$ cat config.mk
export PLATFORM = sky130hd
export DESIGN_NAME = i2s_sample_tx
export DESIGN_NICKNAME = d
export VERILOG_FILES = /design/src/rtl/i2s_sample_tx.sv
export SDC_FILE = /design/constraint.sdc
export NUM_CORES = 1
export LEC_CHECK = 0
export CAP_MARGIN = 20
export CORE_ASPECT_RATIO = 1.5
export CORE_UTILIZATION = 40
export DETAILED_ROUTE_END_ITERATION = 16
export GPL_TIMING_DRIVEN = 1
export PLACE_DENSITY_LB_ADDON = 0.1
export SYNTH_ARGS = -nofsm -noshare
export SYNTH_HDL_FRONTEND = slang
export SYNTH_SLANG_ARGS = --single-unit
$ cat constraint.sdc
create_clock -name system_clock -period 4.26 [get_ports system_clock]
set_input_delay 0.852 -clock system_clock [delete_from_list [all_inputs] [get_ports system_clock]]
set_output_delay 0.852 -clock system_clock [all_outputs]
set_load 0.03 [all_outputs]
$ cat src/rtl/i2s_sample_tx.sv
// i2s_sample_tx: serialises signed left/right sample pairs onto an I2S link (bclk, lrclk, sdata)
// Ports: system_clock/reset (async, active-low), enable (link run);
//   left_sample/right_sample/sample_valid/sample_ready: one-entry holding buffer handshake;
//   bclk/lrclk/sdata: I2S serial outputs; frame_start/underrun: one-cycle frame load pulses.
module i2s_sample_tx #(
  parameter int SAMPLE_WIDTH = 24,
  parameter int SLOT_WIDTH = 32,
  parameter int BCLK_DIV = 4
) (
  input  logic                    system_clock,
  input  logic                    reset,
  input  logic                    enable,
  input  logic [SAMPLE_WIDTH-1:0] left_sample,
  input  logic [SAMPLE_WIDTH-1:0] right_sample,
  input  logic                    sample_valid,
  output logic                    sample_ready,
  output logic                    bclk,
  output logic                    lrclk,
  output logic                    sdata,
  output logic                    frame_start,
  output logic                    underrun
);
  localparam int DW = BCLK_DIV > 1 ? $clog2(BCLK_DIV) : 1;
  localparam int FW = 2 * SLOT_WIDTH;
  localparam int KW = $clog2(FW);
  logic [DW-1:0] div_cnt;
  logic [KW-1:0] k, k_next;
  logic [SLOT_WIDTH-1:0] left_word, right_word;
  logic [FW-1:0] shreg, frame_word;
  logic [SAMPLE_WIDTH-1:0] hold_l, hold_r;
  logic hold_full, accept, div_wrap, fall, load;
  assign sample_ready = !hold_full;
  assign accept = sample_valid && !hold_full;
  assign div_wrap = div_cnt == DW'(BCLK_DIV - 1);
  assign fall = enable && div_wrap && bclk;
  assign load = fall && k == KW'(FW - 1);
  assign k_next = load ? '0 : k + KW'(1);
  // samples sit left-aligned in their slots with zero padding below
  assign left_word = SLOT_WIDTH'(hold_l) << (SLOT_WIDTH - SAMPLE_WIDTH);
  assign right_word = SLOT_WIDTH'(hold_r) << (SLOT_WIDTH - SAMPLE_WIDTH);
  assign frame_word = hold_full ? {left_word, right_word} : '0;
  always_ff @(posedge system_clock or negedge reset)
    if (!reset) begin
      div_cnt <= '0;
      bclk <= 1'b0;
      k <= KW'(FW - 1);
      lrclk <= 1'b0;
      sdata <= 1'b0;
      shreg <= '0;
      hold_full <= 1'b0;
      hold_l <= '0;
      hold_r <= '0;
      frame_start <= 1'b0;
      underrun <= 1'b0;
    end else begin
      frame_start <= load;
      underrun <= load && !hold_full;
      if (accept) begin
        hold_full <= 1'b1;
        hold_l <= left_sample;
        hold_r <= right_sample;
      end else if (load) hold_full <= 1'b0;
      if (!enable) begin
        div_cnt <= '0;
        bclk <= 1'b0;
        k <= KW'(FW - 1);
        lrclk <= 1'b0;
        sdata <= 1'b0;
      end else begin
        div_cnt <= div_wrap ? '0 : div_cnt + DW'(1);
        if (div_wrap) bclk <= !bclk;
        if (fall) begin
          k <= k_next;
          // word select switches one bit ahead of the slot it announces
          lrclk <= k_next >= KW'(SLOT_WIDTH - 1) && k_next <= KW'(FW - 2);
          sdata <= load ? frame_word[FW-1] : shreg[FW-1];
          shreg <= (load ? frame_word : shreg) << 1;
        end
      end
    end
endmodule

==> results.tsv, run 1 <==
metric	value	unit
status	finished clean	
Worst Hold Slack	303	ps
CP Launch Type	input port	
post-cts sizing count	0	
Max clock buf depth	2	
maximum VDD drop	0.257	mV
Cells after Synth	473	
GR peak layer	met2	
clk_lat worst skew	400	ps
synthesized area	5100	um^2
Setup Viol. Count Final	0	
Die Ht	140	um
vias in the first global route	3725	
Distinct cells, synth	35	
post-synthesis mux area share	0.106	
# fillers	1168	
clk sink count	117	
Critical Path RT	4560	ps
Pleak	2.85	nW
Seq/Total Area, Yosys	0.575	
drt first pass iters	4	
Fin Clk Skew	7.29	ps
worst r2r path cells	4	
total core area	12400	um^2
Simple-Gate Fraction of Synth Area	0.140	
Async S/R FF share, synth	1.00	
area delta synth->final	22.7	%
Die X	94.2	um
Avg Vias per Cell	5.15	
clock slew at reported path FFs	50	ps
number of routed nets with antenna violations	0	
DRC viols	0	
WS Path Type	in2reg	
final WL	9.61	mm
CTS tree	done	
Critical Path AT	2720	ps
die area	13200	um^2
Inserted Diodes	0	
commonest non-fill, non-tap cell in the layout	dfrtp_1	
ys flop type	dfrtp_1	
initial antenna violation count	0	
M2 GR Usage	0.292	
placer congestion estimate	0.751	
number of top-level pins	58	
DP HPWL	5.67	mm
final hold vios	0	
CTS Root Cell	clkbuf_16	
Power, Total	0.00344	W
Pwr Density	550	nW/um^2
Final period util	0.569	
xor and xnor area share after synthesis	0.00515	
via count	3525	
measured slew at the worst slew-check pin	1040	ps
Worst Path Max Fanout	113	
Final Max Tran Viols	0	
Crit Reg-Reg Startpoint	div_cnt[0]	
Synth Register Bits	117	
mean post-synth cell area	10.8	um^2
largest net degree at the start of global routing	114	
port buffer count	57	
dpl ws	1390	ps
main combinational cell family by area after synthesis	simple AND/OR/NAND/NOR gates	
site row count	50	
commonest non-fill, non-tap cells in the layout	111 x dfrtp_1, 72 x nand2_1, 56 x clkdlybuf4s50_1, 50 x a21oi_1, 48 x mux2_2	
H-Tree Depth	4	
number of synthesized flops with an enable pin	0	
Initial Utilization	0.410	
met1 global-route usage	0.193	
Iter 0 DRT Violations	151	
share of cells above drive strength 1	0.174	
first-pass GRT wire length	17.4	mm
syn_nets	529	
end of the worst register-to-register path	shreg[36]	
gr usage total	0.169	
Crit. End Element	flip-flop	
Warnings, synthesis	0	
grt met3 use	0.0489	
global route total overflow	0	
Synth Area in Compound Gates	0.121	
hold_buf cts	0	
Sum Neg Setup Slack	0	ps
Reg2Reg Setup Slack	2140	ps
CTS Buf Count	17	
upper clock frequency limit	412	MHz
nets	573	
max-cap violation count	0	
final worst slack	1830	ps
Post-CTS Setup Bufs	0	
post-route minimum period	2430	ps
wire length per cell	14.0	um
RSZ-0062 raised after global routing	false	
Synth Area in Adders	0.00981	
Hold Crit Class	in2async	
Slew headroom	0.308	
[area by class of cell]
cell class / instances / area [um^2] / area share
clock buffer: 25 / 495 / 0.0792
multi-input combinational: 315 / 1960 / 0.314
timing repair buffer: 62 / 631 / 0.101
clock inverter: 5 / 25.0 / 0.00400
tap: 156 / 195 / 0.0312
sequential: 117 / 2940 / 0.469
inverter: 4 / 15.0 / 0.00240
[layer usage]
layer	wire length, um	vias to the layer above	part of all wire
li1	-	1737	-
met1	4220	1726	0.44
met2	4940	54	0.51
met3	331	8	0.034
met4	115	0	0.012
met5	0	-	0
[worst max-delay path: stages]
cell and delay (ps):
clkdlybuf4s50_1 760, nand2_4 630, o31ai_1 410
[how the worst max path moves through the flow]
stage            startpoint          to  slack, ps  cells after the start
3_3_place_gp         enable       lrclk       1440                      3
4_1_cts                k[0]   shreg[39]       1660                      5
5_1_grt              enable   shreg[36]       1650                      4
2_1_floorplan  sample_valid  hold_l[10]       2320                      4
6_report             enable       lrclk       1830                      3
3_5_place_dp         enable   shreg[38]       1390                      3
[state kept, by name (all words and copies together) (netlist names)]
signal       flops
underrun         1
sdata            1
shreg           55
hold_r          24
frame_start      1
hold_l          24
lrclk            1
bclk             1
k                6
div_cnt          2
hold_full        1
[synth_stat cells (2+ instances only)]
library cell / n / area, um^2
a21oi_1: 50 / 250
and2_1: 3 / 18.8
and3_1: 47 / 294
and3_4: 2 / 22.5
buf_2: 16 / 80.1
buf_4: 3 / 22.5
buf_6: 5 / 56.3
clkbuf_1: 13 / 48.8
dfrtp_1: 111 / 2780
dfstp_2: 6 / 158
ha_1: 4 / 50.1
inv_1: 4 / 15.0
mux2_2: 48 / 541
nand2_1: 72 / 270
nand3_1: 7 / 35.0
nor3_1: 4 / 20.0
o211ai_1: 2 / 15.0
o21ai_0: 11 / 55.1
o21ai_1: 47 / 235
xor2_1: 3 / 26.3
[stage by stage]
step / utilization / std cells / cell area, um^2
detailed placement: 0.459 / 653 / 5720
CTS: 0.501 / 683 / 6240
floorplan: - / 473 / 5100
global route: 0.503 / 684 / 6260
finish: 0.503 / 684 / 6260
global placement: 0.459 / 653 / 5720
[logic make-up after synthesis]
group | Yosys count
muxes | 48
DFF | 117
buffers and inverters | 41
adders and majority gates | 4
and+or+nand+nor | 143
AOI/OAI and AO/OA | 117
xor gates and xnor gates | 3
[power breakdown]
part           total, W  leakage [nW]  switching (W)  internal (W)
Clock           0.00124         0.263       0.000453      0.000791
Sequential      0.00150          1.52       0.000123       0.00137
Combinational  0.000703          1.06       0.000283      0.000420
Total           0.00344          2.85       0.000858       0.00259
Note: power is estimated with default switching activity, not from simulation.
==> inputs of run 2 (changes only) <==
==> constraint.sdc (replaced) <==
create_clock -name system_clock -period 2.3 [get_ports system_clock]
set_input_delay 0.46 -clock system_clock [delete_from_list [all_inputs] [get_ports system_clock]]
set_output_delay 0.46 -clock system_clock [all_outputs]
set_load 0.03 [all_outputs]
==> results.tsv, run 2 (synthesis gave the netlist of run 1 again) <==
metric	value	unit
clk sink count	117	
status	finished clean	
upper clock frequency limit	481	MHz
site row count	50	
DRC viols	0	
placer congestion estimate	0.723	
Worst Path Max Fanout	3	
port buffer count	57	
final WL	9.92	mm
final worst slack	219	ps
commonest non-fill, non-tap cell in the layout	dfrtp_1	
Iter 0 DRT Violations	191	
CTS tree	done	
number of routed nets with antenna violations	0	
Post-CTS Setup Bufs	0	
Hold Crit Class	in2async	
Die X	94.2	um
max-cap violation count	0	
Final Util	0.516	
vias in the first global route	3505	
Power, Total	0.00697	W
Die Ht	140	um
RSZ-0062 raised after global routing	false	
Sum Neg Setup Slack	0	ps
Flop pwr share	0.400	
Slew headroom	0.595	
maximum VDD drop	0.449	mV
biggest regs	shreg (55), hold_l (24), hold_r (24)	
Final Max Tran Viols	0	
gr usage total	0.167	
H-Tree Depth	4	
Final period util	0.905	
Crit. End Element	output port	
Setup Viol. Count Final	0	
wire length per cell	14.4	um
dpl ws	340	ps
initial antenna violation count	0	
Max clock buf depth	2	
clock power share	0.412	
CTS Buf Count	17	
switching part of the total power	0.243	
largest net degree at the start of global routing	114	
Gate power share	0.188	
total core area	12400	um^2
measured slew at the worst slew-check pin	607	ps
number of flip-flops in the largest register	55	
hold_buf cts	0	
post-route minimum period	2080	ps
Initial Utilization	0.410	
CP Launch Type	flip-flop	
Avg Vias per Cell	5.13	
share of cells above drive strength 1	0.188	
nets	576	
commonest non-fill, non-tap cells in the layout	111 x dfrtp_1, 72 x nand2_1, 56 x clkdlybuf4s50_1, 50 x a21oi_1, 48 x mux2_2	
DP HPWL	5.98	mm
via count	3532	
Inserted Diodes	0	
first-pass GRT wire length	17.0	mm
Critical Path AT	1620	ps
CTS Root Cell	clkbuf_16	
number of top-level pins	58	
Pleak	2.92	nW
global route total overflow	0	
clk_lat worst skew	400	ps
WS Path Type	reg2out	
area delta synth->final	25.8	%
drt first pass iters	4	
final hold vios	0	
Sw Pwr	0.00169	W
Pint	0.00527	W
Top reg by flops	shreg	
Pwr Density	1080	nW/um^2
die area	13200	um^2
clock slew at reported path FFs	60	ps
Critical Path RT	1840	ps
worst r2r path cells	5	
post-cts sizing count	0	
Fin Clk Skew	7.13	ps
-- run 2: changes by cell type in the layout (fill, tap and decap cells not counted) --
cell	previous run	this run
clkinv_2	5	3
bufinv_16	0	5
clkinv_4	0	2
buf_12	2	3
buf_4	4	6
clkinvlp_4	0	3
clkbuf_8	4	1
clkbuf_1	4	1
-- run 2: power by group through the flow --
stage          clock, W  sequential [W]  combinational [W]
3_3_place_gp          0         0.00283            0.00128
2_1_floorplan         0         0.00272            0.00104
4_1_cts         0.00294         0.00280            0.00133
5_1_grt         0.00304         0.00285            0.00148
6_report        0.00287         0.00279            0.00131
3_5_place_dp          0         0.00283            0.00132
-- run 2: final cells by class --
class	instances	area, um^2
fill	1134	6030
sequential	117	2940
inverter	4	15.0
timing repair buffer	65	666
clock inverter	13	205
tap	156	195
clock buffer	19	443
multi-input combinational	315	1960
-- run 2: final timing paths --
check / start / end / slack (ps)
max in group asynchronous: reset / shreg[34] / 1570
min: reset / div_cnt[1] / 30
max reg2reg: k[0] / shreg[32] / 300
min in group system_clock: div_cnt[0] / div_cnt[0] / 440
min reg2reg: div_cnt[0] / div_cnt[0] / 440
max: hold_full / sample_ready / 220
-- run 2: worst max-delay path, cell delays in order, from the launching register on --
cell,delay [ps]
dfrtp_1,450
inv_1,100
clkdlybuf4s50_1,670
-- run 2: routing by layer --
metal  GRT usage  part of all wire  up-vias
met3      0.0380             0.030        9
met5           0                 0        -
met2       0.268              0.50       60
li1            -                 -     1745
met4      0.0802             0.016        0
met1       0.209              0.46     1718
-- run 2: through the flow --
step / hold WS, ps / instance area, um^2 / std cells
after global routing: 53.1 / 6420 / 689
final: 34.1 / 6420 / 689
after floorplan: 164 / 5100 / 473
after detailed placement: 435 / 5770 / 657
after global placement: 425 / 5770 / 657
after CTS: 38.0 / 6420 / 689
==> inputs of run 3 (changes only) <==
--- a/config.mk
+++ b/config.mk
@@ -9,7 +9,6 @@
 export CORE_ASPECT_RATIO = 1.5
 export CORE_UTILIZATION = 40
 export DETAILED_ROUTE_END_ITERATION = 16
-export GPL_TIMING_DRIVEN = 1
 export PLACE_DENSITY_LB_ADDON = 0.1
 export SYNTH_ARGS = -nofsm -noshare
 export SYNTH_HDL_FRONTEND = slang
==> results of run 3 <==
Final layout, timing and power as in run 2 (identical DEF).
